File: config.mk
export PLATFORM = sky130hd
export DESIGN_NAME = sclsu
export DESIGN_NICKNAME = d
export VERILOG_FILES = /design/src/rtl/sclsu.sv
export SDC_FILE = /design/constraint.sdc
export NUM_CORES = 1
export LEC_CHECK = 0
export ABC_AREA = 0
export CAP_MARGIN = 30
export CORE_MARGIN = 2
export CORE_UTILIZATION = 48
export CTS_CLUSTER_SIZE = 16
export DETAILED_ROUTE_END_ITERATION = 16
export GPL_ROUTABILITY_DRIVEN = 0
export PLACE_DENSITY_LB_ADDON = 0.15
export SYNTH_ARGS = -nofsm -noshare
export SYNTH_HDL_FRONTEND = slang
export SYNTH_SLANG_ARGS = --single-unit
File: constraint.sdc
create_clock -name clk -period 2.4 [get_ports clk]
set_input_delay 0.24 -clock clk [delete_from_list [all_inputs] [get_ports clk]]
set_output_delay 0.24 -clock clk [all_outputs]
set_load 0.05 [all_outputs]
File: src/rtl/sclsu.sv
// Load/store unit between the single-cycle MIPS datapath and a word-only,
// registered-read data RAM; sub-word stores use read-modify-write, big-endian lanes.
module sclsu #(
    parameter int AW     = 5,
    parameter int RD_LAT = 2
) (
    input  logic          clk,
    input  logic          clrn,
    input  logic          req,
    input  logic          wr,
    input  logic [1:0]    size,
    input  logic          sext,
    input  logic [31:0]   addr,
    input  logic [31:0]   wdata,
    output logic          ready,
    output logic          done,
    output logic          err,
    output logic [31:0]   rdata,
    output logic [AW-1:0] mem_addr,
    output logic [31:0]   mem_din,
    output logic          mem_we,
    input  logic [31:0]   mem_dout
);

    typedef enum logic [2:0] {
        S_IDLE,
        S_READ,
        S_WAIT,
        S_WRITE,
        S_DONE
    } state_e;

    state_e         state_q, state_d;
    logic           wr_q, wr_d;
    logic [1:0]     size_q, size_d;
    logic           sext_q, sext_d;
    logic [AW+1:0]  addr_q, addr_d;
    logic [31:0]    wdata_q, wdata_d;
    logic [31:0]    merge_q, merge_d;
    logic [31:0]    rdata_q, rdata_d;
    logic [2:0]     cnt_q, cnt_d;
    logic           err_q, err_d;

    logic           misaligned;
    logic [7:0]     byte_lane;
    logic [15:0]    half_lane;
    logic [31:0]    load_val;
    logic [31:0]    merged;
    logic           addr_unused;

    // Only the word-address bits reach the RAM; the rest of the byte address is dropped.
    assign addr_unused = ^addr[31:AW+2];

    assign misaligned = ((size == 2'b01) && addr[0]) ||
                        (size[1] && (addr[1:0] != 2'b00));

    always_comb begin
        byte_lane = mem_dout[31:24];
        case (addr_q[1:0])
            2'd0:    byte_lane = mem_dout[31:24];
            2'd1:    byte_lane = mem_dout[23:16];
            2'd2:    byte_lane = mem_dout[15:8];
            default: byte_lane = mem_dout[7:0];
        endcase
        half_lane = addr_q[1] ? mem_dout[15:0] : mem_dout[31:16];

        case (size_q)
            2'b00:   load_val = {{24{sext_q & byte_lane[7]}}, byte_lane};
            2'b01:   load_val = {{16{sext_q & half_lane[15]}}, half_lane};
            default: load_val = mem_dout;
        endcase

        merged = mem_dout;
        if (size_q == 2'b00) begin
            case (addr_q[1:0])
                2'd0:    merged[31:24] = wdata_q[7:0];
                2'd1:    merged[23:16] = wdata_q[7:0];
                2'd2:    merged[15:8]  = wdata_q[7:0];
                default: merged[7:0]   = wdata_q[7:0];
            endcase
        end else if (size_q == 2'b01) begin
            if (addr_q[1]) merged[15:0]  = wdata_q[15:0];
            else           merged[31:16] = wdata_q[15:0];
        end
    end

    // Handshake: a request is taken only on an edge where req=1 and ready=1;
    // req while busy is dropped, and done pulses for exactly one cycle per accepted request.
    always_comb begin
        state_d = state_q;
        wr_d    = wr_q;
        size_d  = size_q;
        sext_d  = sext_q;
        addr_d  = addr_q;
        wdata_d = wdata_q;
        merge_d = merge_q;
        rdata_d = rdata_q;
        cnt_d   = cnt_q;
        err_d   = err_q;

        case (state_q)
            S_IDLE: begin
                if (req) begin
                    wr_d    = wr;
                    size_d  = size;
                    sext_d  = sext;
                    addr_d  = addr[AW+1:0];
                    wdata_d = wdata;
                    if (misaligned) begin
                        err_d   = 1'b1;
                        state_d = S_DONE;
                    end else if (wr && size[1]) begin
                        state_d = S_WRITE;
                    end else begin
                        state_d = S_READ;
                    end
                end
            end
            S_READ: begin
                cnt_d   = 3'(RD_LAT);
                state_d = S_WAIT;
            end
            S_WAIT: begin
                cnt_d = cnt_q - 3'd1;
                if (cnt_q == 3'd1) begin
                    if (wr_q) begin
                        merge_d = merged;
                        state_d = S_WRITE;
                    end else begin
                        rdata_d = load_val;
                        state_d = S_DONE;
                    end
                end
            end
            S_WRITE: begin
                state_d = S_DONE;
            end
            S_DONE: begin
                err_d   = 1'b0;
                state_d = S_IDLE;
            end
            default: begin
                state_d = S_IDLE;
            end
        endcase
    end

    always_ff @(posedge clk or negedge clrn) begin
        if (!clrn) begin
            state_q <= S_IDLE;
            wr_q    <= 1'b0;
            size_q  <= 2'b00;
            sext_q  <= 1'b0;
            addr_q  <= '0;
            wdata_q <= '0;
            merge_q <= '0;
            rdata_q <= '0;
            cnt_q   <= '0;
            err_q   <= 1'b0;
        end else begin
            state_q <= state_d;
            wr_q    <= wr_d;
            size_q  <= size_d;
            sext_q  <= sext_d;
            addr_q  <= addr_d;
            wdata_q <= wdata_d;
            merge_q <= merge_d;
            rdata_q <= rdata_d;
            cnt_q   <= cnt_d;
            err_q   <= err_d;
        end
    end

    // Strobes decode straight from the state register so reset kills mem_we at once.
    assign ready    = (state_q == S_IDLE);
    assign done     = (state_q == S_DONE);
    assign mem_we   = (state_q == S_WRITE);
    assign err      = err_q;
    assign rdata    = rdata_q;
    assign mem_addr = addr_q[AW+1:2];
    assign mem_din  = size_q[1] ? wdata_q : merge_q;

endmodule

After elaboration in Yosys (flattened, before gate mapping)
Cells that the tools add are included.
{"block": "totals", "register_bits": 114, "in_bits": 103, "wordCells": 64}
{"block": "classes", "n_addsub": 1, "n_eq_ne": 12, "muxes": 22, "bitwise": 3, "reduce_logical": 16}
{"op": "32-bit two-way mux", "count": 3}
{"op": "32-bit case mux with 2 select lines", "count": 1}
{"op": "16-bit two-way mux", "count": 3}
{"op": "8-bit two-way mux", "count": 4}
{"op": "8-bit case mux with 3 select lines", "count": 1}
{"op": "3-bit two-way mux", "count": 4}
{"op": "3-bit case mux with 4 select lines", "count": 1}
{"op": "3-bit AND reduction", "count": 3}
{"op": "2-bit by 1-bit == test with 1-bit output (second input constant)", "count": 3}
{"op": "3-bit by 1-bit == test with 1-bit output (second input constant)", "count": 2}
{"op": "3-bit by 2-bit == test with 1-bit output (second input constant)", "count": 2}
{"op": "3-bit case mux with 2 select lines", "count": 1}
{"op": "2-bit nonzero test", "count": 3}
{"op": "2-bit zero test", "count": 2}
{"op": "2-bit inequality test (second input constant)", "count": 2}
{"op": "2-bit AND reduction", "count": 2}
{"op": "3-bit == test (second input constant)", "count": 1}
{"op": "1-bit logical AND", "count": 3}
{"op": "3-bit zero test", "count": 1}
{"op": "3-bit OR reduction", "count": 1}
{"op": "3-bit by 1-bit subtractor with 3-bit output (second input constant)", "count": 1}
{"op": "1-bit AND", "count": 2}
{"op": "2-bit == test (second input constant)", "count": 1}
{"op": "1-bit two-way mux", "count": 2}
{"op": "5 further kinds", "count": 5}

Depth between registers and ports, before layout
{"block": "depth", "depth_word": 6, "depth_mapped": 8, "depth_no_buf": 6}

Worst setup path before layout
No wires, ideal clock.
{"block": "synth_path", "kind": "register -> output", "start": "register state_q[1]", "end": "output mem_we", "t_arrival_ns": 1.695, "required_time_ns": 2.160, "path_slack_ns": 0.465, "path_stages_with_launch": 4, "path_cell_list": "dfrtp_1 -> buf_2 -> inv_1 -> nor3_1"}
{"block": "synth_via", "elab_chain_len": 1}
{"element": "start, declared", "line": "33", "text": "state_e state_q, state_d;"}
{"element": "start signal, assigned", "line": "161", "text": "state_q <= state_d;"}
{"element": "3-bit by 2-bit == test with 1-bit output", "line": "177", "text": "assign mem_we = (state_q == S_WRITE);"}
{"element": "end, declared", "line": "21", "text": "output logic mem_we,"}
Every way passes these cells.

Worst setup path in the final report
{"block": "layout_path", "start": "register size_q[1]", "end": "output mem_din[5]"}
{"block": "layout_via", "elab_chain_len": 1}
{"element": "start, declared", "line": "35", "text": "logic [1:0] size_q, size_d;"}
{"element": "start signal, assigned", "line": "163", "text": "size_q <= size_d;"}
{"element": "32-bit two-way mux", "line": "181", "text": "assign mem_din = size_q[1] ? wdata_q : merge_q;"}
{"element": "end, declared", "line": "20", "text": "output logic [31:0] mem_din,"}
Every way passes these cells.

==> impl_metrics.csv <==
group,metric,value,unit
critical_path,path_class,"flip-flop to output pin",
floorplanning,die_area,0.01351,mm^2
critical_path,crit_family,"buffers and inverters",
pwr,p_per_area,1616,mW/mm^2
floorplanning,num_io_pins,176,
synthesis,synth_simple_gate_area_share,0.09725,
global_route,grt_max_degree,47,
timing,period_share,0.9352,
detailed_routing,drt_pre_antenna_iters,6,
layout,area_growth_from_synthesis_to_layout,35.20,%
outcome,status,"finished, final reports clean",
synthesis,synth-xor-area-share,0,
detailed_routing,route.antenna.remaining_nets,0,
timing,fin_hold_ws,0.3300,ns
timing,worst-slew-pin-transition,0.5812,ns
timing,fin_tns_setup,0,ns
critical_path,critPathSlowestCell,"sky130_fd_sc_hd__dfrtp_4",
synthesis,yosysTopAreaCell,"sky130_fd_sc_hd__dfrtp_1",
hold_path,hold_class,"input port to async pin",
synthesis,syn_inst,575,
timing,worst_skew,0.008752,ns
global_route,global_route_met3_utilization,0.05708,
global_route,grt.met2_usage,0.4050,
floorplanning,die_w,116.2,um
detailed_routing,drc_errors,0,
layout,num-nets-final,827,
timing,timing.fmax,0.4456,GHz
pwr,static-leakage-power,3.496,nW
timing,timing.final.max_slew_violations,0,
synthesis,synth_top_family_by_area,"multiplexers",
detailed_routing,routedWlPerCell,19.14,um
place,dpl_cell_area,0.007691,mm^2
pwr,vdd_drop_max,0.001029,V
floorplanning,die_height,116.2,um
critical_path,crit_chain,"buf_12, buf_4, mux2_2, buf_4",
layout,highest_count_cells_in_the_layout_ignoring_fill_and_taps,"sky130_fd_sc_hd__clkdlybuf4s50_1 (114), sky130_fd_sc_hd__dfrtp_1 (113), sky130_fd_sc_hd__mux2_2 (71), sky130_fd_sc_hd__o21ai_0 (51), sky130_fd_sc_hd__nand2_1 (44)",
clock_network,clock-root-buffer,"sky130_fd_sc_hd__clkbuf_16",
global_route,grt_first_pass_wirelength,26970,um
global_route,gr-total-overflow,0,
synthesis,synth.cell_area,0.006047,mm^2
synthesis,synth_area_leaders,"sky130_fd_sc_hd__dfrtp_1 (47%), sky130_fd_sc_hd__mux2_2 (13%), sky130_fd_sc_hd__o21ai_0 (4.2%)",
detailed_routing,initialDrtViolationCount,348,
synthesis,yosysTopAreaCellShare,0.4718,
synthesis,asyncSetResetFlopFracSynth,1.000,
floorplanning,floorplan.initialDensity,0.4851,
floorplanning,placement_rows,41,
critical_path,start_kind,"flip-flop",
critical_path,critical_path_depth,4,
detailed_routing,drt-total-wl,17260,um
synthesis,synth_compound_area_frac,0.1806,
layout,layout.cells.non_filler,902,
timing,timing_hold_violations_final,0,
clock_network,tritoncts,"built",
detailed_routing,post_drt_via_cell_ratio,5.684,
layout,antenna_cells,0,
critical_path,critPathRequiredTime,2.16,ns
layout,final_common_cell,"sky130_fd_sc_hd__clkdlybuf4s50_1",
detailed_routing,vias,5127,
critical_path,worstRegToRegCells,6,
global_route,grt.busiest_layer,"met2",
synthesis,synth-edff-count,0,
global_route,antenna_found_initial,0,
clock_network,cts_htree_levels,4,
critical_path,critical_path.most_common_cell,"sky130_fd_sc_hd__buf_4",
synthesis,synth.ff_latch_count,114,
critical_path,critPathMaxStageDelay,0.58,ns
critical_path,worst_setup_path_end_kind,"output pin",
global_route,grt_use_met1,0.3688,
place,port_buffers,150,
synthesis,synth_nets,680,
critical_path,timing.critical_path.buf_inv,3,
timing,relSlewSlack,0.6121,
place,hpwl_dp,12120,um
critical_path,worst-endpoint-arrival,2.00,ns
global_route,global_route_total_usage_across_every_layer,0.2643,
synthesis,proportion_of_synthesized_area_in_mux_cells,0.1941,
timing,final-setup-viol-count,0,
floorplanning,placeableCoreArea,0.01247,mm^2
job,max_cap_viol_count,0,
synthesis,synth.lib_cells_used.distinct,51,
global_route,grt_pass1_vias,5073,
clock_network,cts_sink_cnt,114,
clock_network,cts.reportedPaths.clkPinSlew,0.05,ns
timing,fin_crit,2.244,ns
timing,grt_setup_unrepaired,"no",
synthesis,postSynthAreaPerCell,10.52,um^2
synthesis,yosys_most_used_dff,"sky130_fd_sc_hd__dfrtp_1",
synthesis,yosysSeqAreaShare,0.4718,
clock_network,clock_path_buffers,2,
critical_path,timing.critical_path.fanout_max,22,
synthesis,yosysWarningCount,0,
layout,n_fill_cell,1000,
place,dpl.cell_count,873,
synthesis,synth_adder_area_share,0.004138,
clock_network,insertion_delay,0.41,ns
clock_network,cts-buffers-inserted,17,
layout,share_of_post_route_cells_with_drive_strength_above_1,0.2082,
layout,final_core_utilization,0.6558,
layout,final_cell_area,0.008175,mm^2
area by class of cell:
class	instances	area, um^2	share of cell area
Tap cell	172	215.2	0.02632
Inverter	15	56.30	0.006887
Multi-Input combinational cell	397	2885	0.3529
Sequential cell	114	2856	0.3494
Timing Repair Buffer	177	1687	0.2063
Clock inverter	2	10.01	0.001224
Clock buffer	25	465.4	0.05693
report_power, final:
part           switching [mW]  internal, mW  leakage (nW)
sequential              0.902          2.83          1.25
clock                   0.799          1.31         0.233
combinational            4.51          2.86          2.01
worst reg2reg max path, delay by kind of cell (launching register included):
| family | cells | cell delay [ns] |
|---|---|---|
| flip-flops | 1 | 0.59 |
| AND/OR/NAND/NOR | 3 | 0.92 |
| buffers and inverters | 2 | 0.37 |
| AO/OA/AOI/OAI | 1 | 0.19 |
cell usage after synthesis, types with 2 or more instances:
library cell / instances
sky130_fd_sc_hd__a2bb2oi_1: 8
sky130_fd_sc_hd__buf_6: 5
sky130_fd_sc_hd__clkbuf_2: 2
sky130_fd_sc_hd__buf_1: 5
sky130_fd_sc_hd__nand2_1: 44
sky130_fd_sc_hd__ha_1: 2
sky130_fd_sc_hd__buf_2: 13
sky130_fd_sc_hd__nand3_1: 2
sky130_fd_sc_hd__a31oi_1: 5
sky130_fd_sc_hd__or2_2: 9
sky130_fd_sc_hd__o21ai_0: 51
sky130_fd_sc_hd__mux2i_1: 25
sky130_fd_sc_hd__nor3_1: 3
sky130_fd_sc_hd__mux2_2: 71
sky130_fd_sc_hd__nor4b_1: 2
sky130_fd_sc_hd__nand3b_1: 2
sky130_fd_sc_hd__and2_1: 9
sky130_fd_sc_hd__nor2_1: 27
sky130_fd_sc_hd__a22oi_1: 13
sky130_fd_sc_hd__clkbuf_1: 19
sky130_fd_sc_hd__o211ai_1: 16
sky130_fd_sc_hd__mux2_1: 11
sky130_fd_sc_hd__a22o_1: 9
sky130_fd_sc_hd__a21o_1: 8
sky130_fd_sc_hd__inv_1: 15
sky130_fd_sc_hd__dfrtp_1: 114
sky130_fd_sc_hd__a221oi_1: 9
sky130_fd_sc_hd__a21oi_1: 42
sky130_fd_sc_hd__o22ai_1: 6
sky130_fd_sc_hd__buf_4: 5
sky130_fd_sc_hd__o31ai_1: 3
final timing paths:
path / from / to / slack [ns]
setup / recovery: size_q[1] / mem_din[5] / 0.16
hold / removal: clrn / addr_q[6] / 0.33
setup reg to reg: size_q[1] / merge_q[15] / 0.25
hold reg to reg: merge_q[2] / merge_q[2] / 0.48
max in group asynchronous: clrn / merge_q[26] / 1.37
min in group clk: wdata[5] / wdata_q[5] / 0.42
flip-flops by register name, summed over array words and instances, names as in the netlist:
| name | cells |
|---|---|
| wr_q | 1 |
| rdata | 32 |
| wdata_q | 32 |
| merge_q | 32 |
| size_q | 2 |
| sext_q | 1 |
| err | 1 |
| cnt_q | 3 |
| state_q | 3 |
| addr_q | 7 |
cell families (layout without fill, tap and decap cells):
group,count (synthesis),in the layout
compound gates,173,173
simple gates,115,115
flops,114,114
mux,107,107
buf+inv,64,219
fa+ha+maj,2,2
layer usage:
metal | vias to the layer above | routed length, um
met5 | - | 0
met1 | 2500 | 7638
met2 | 214 | 8061
li1 | 2380 | -
met4 | 0 | 355
met3 | 33 | 1208
repair_timing:
item / 4_1_cts / 5_1_grt
hold buffers: 1 / 0
cloned: 0 / 0
hold endpoints to repair: 33 / 0
setup buffers: 0 / 1
endpoints found under the setup margin: 21 / 5
gates resized for setup: 20 / 2
stage by stage:
step                      setup WS (ns)  power (mW)
after CTS                       0.03947       13.21
final                            0.1556       13.21
after global routing            0.09740       13.91
after detailed placement        0.04655       11.19
after floorplan                  0.4653       8.907
after global placement           0.1536       11.05
Power figures use the tool's default switching activity.
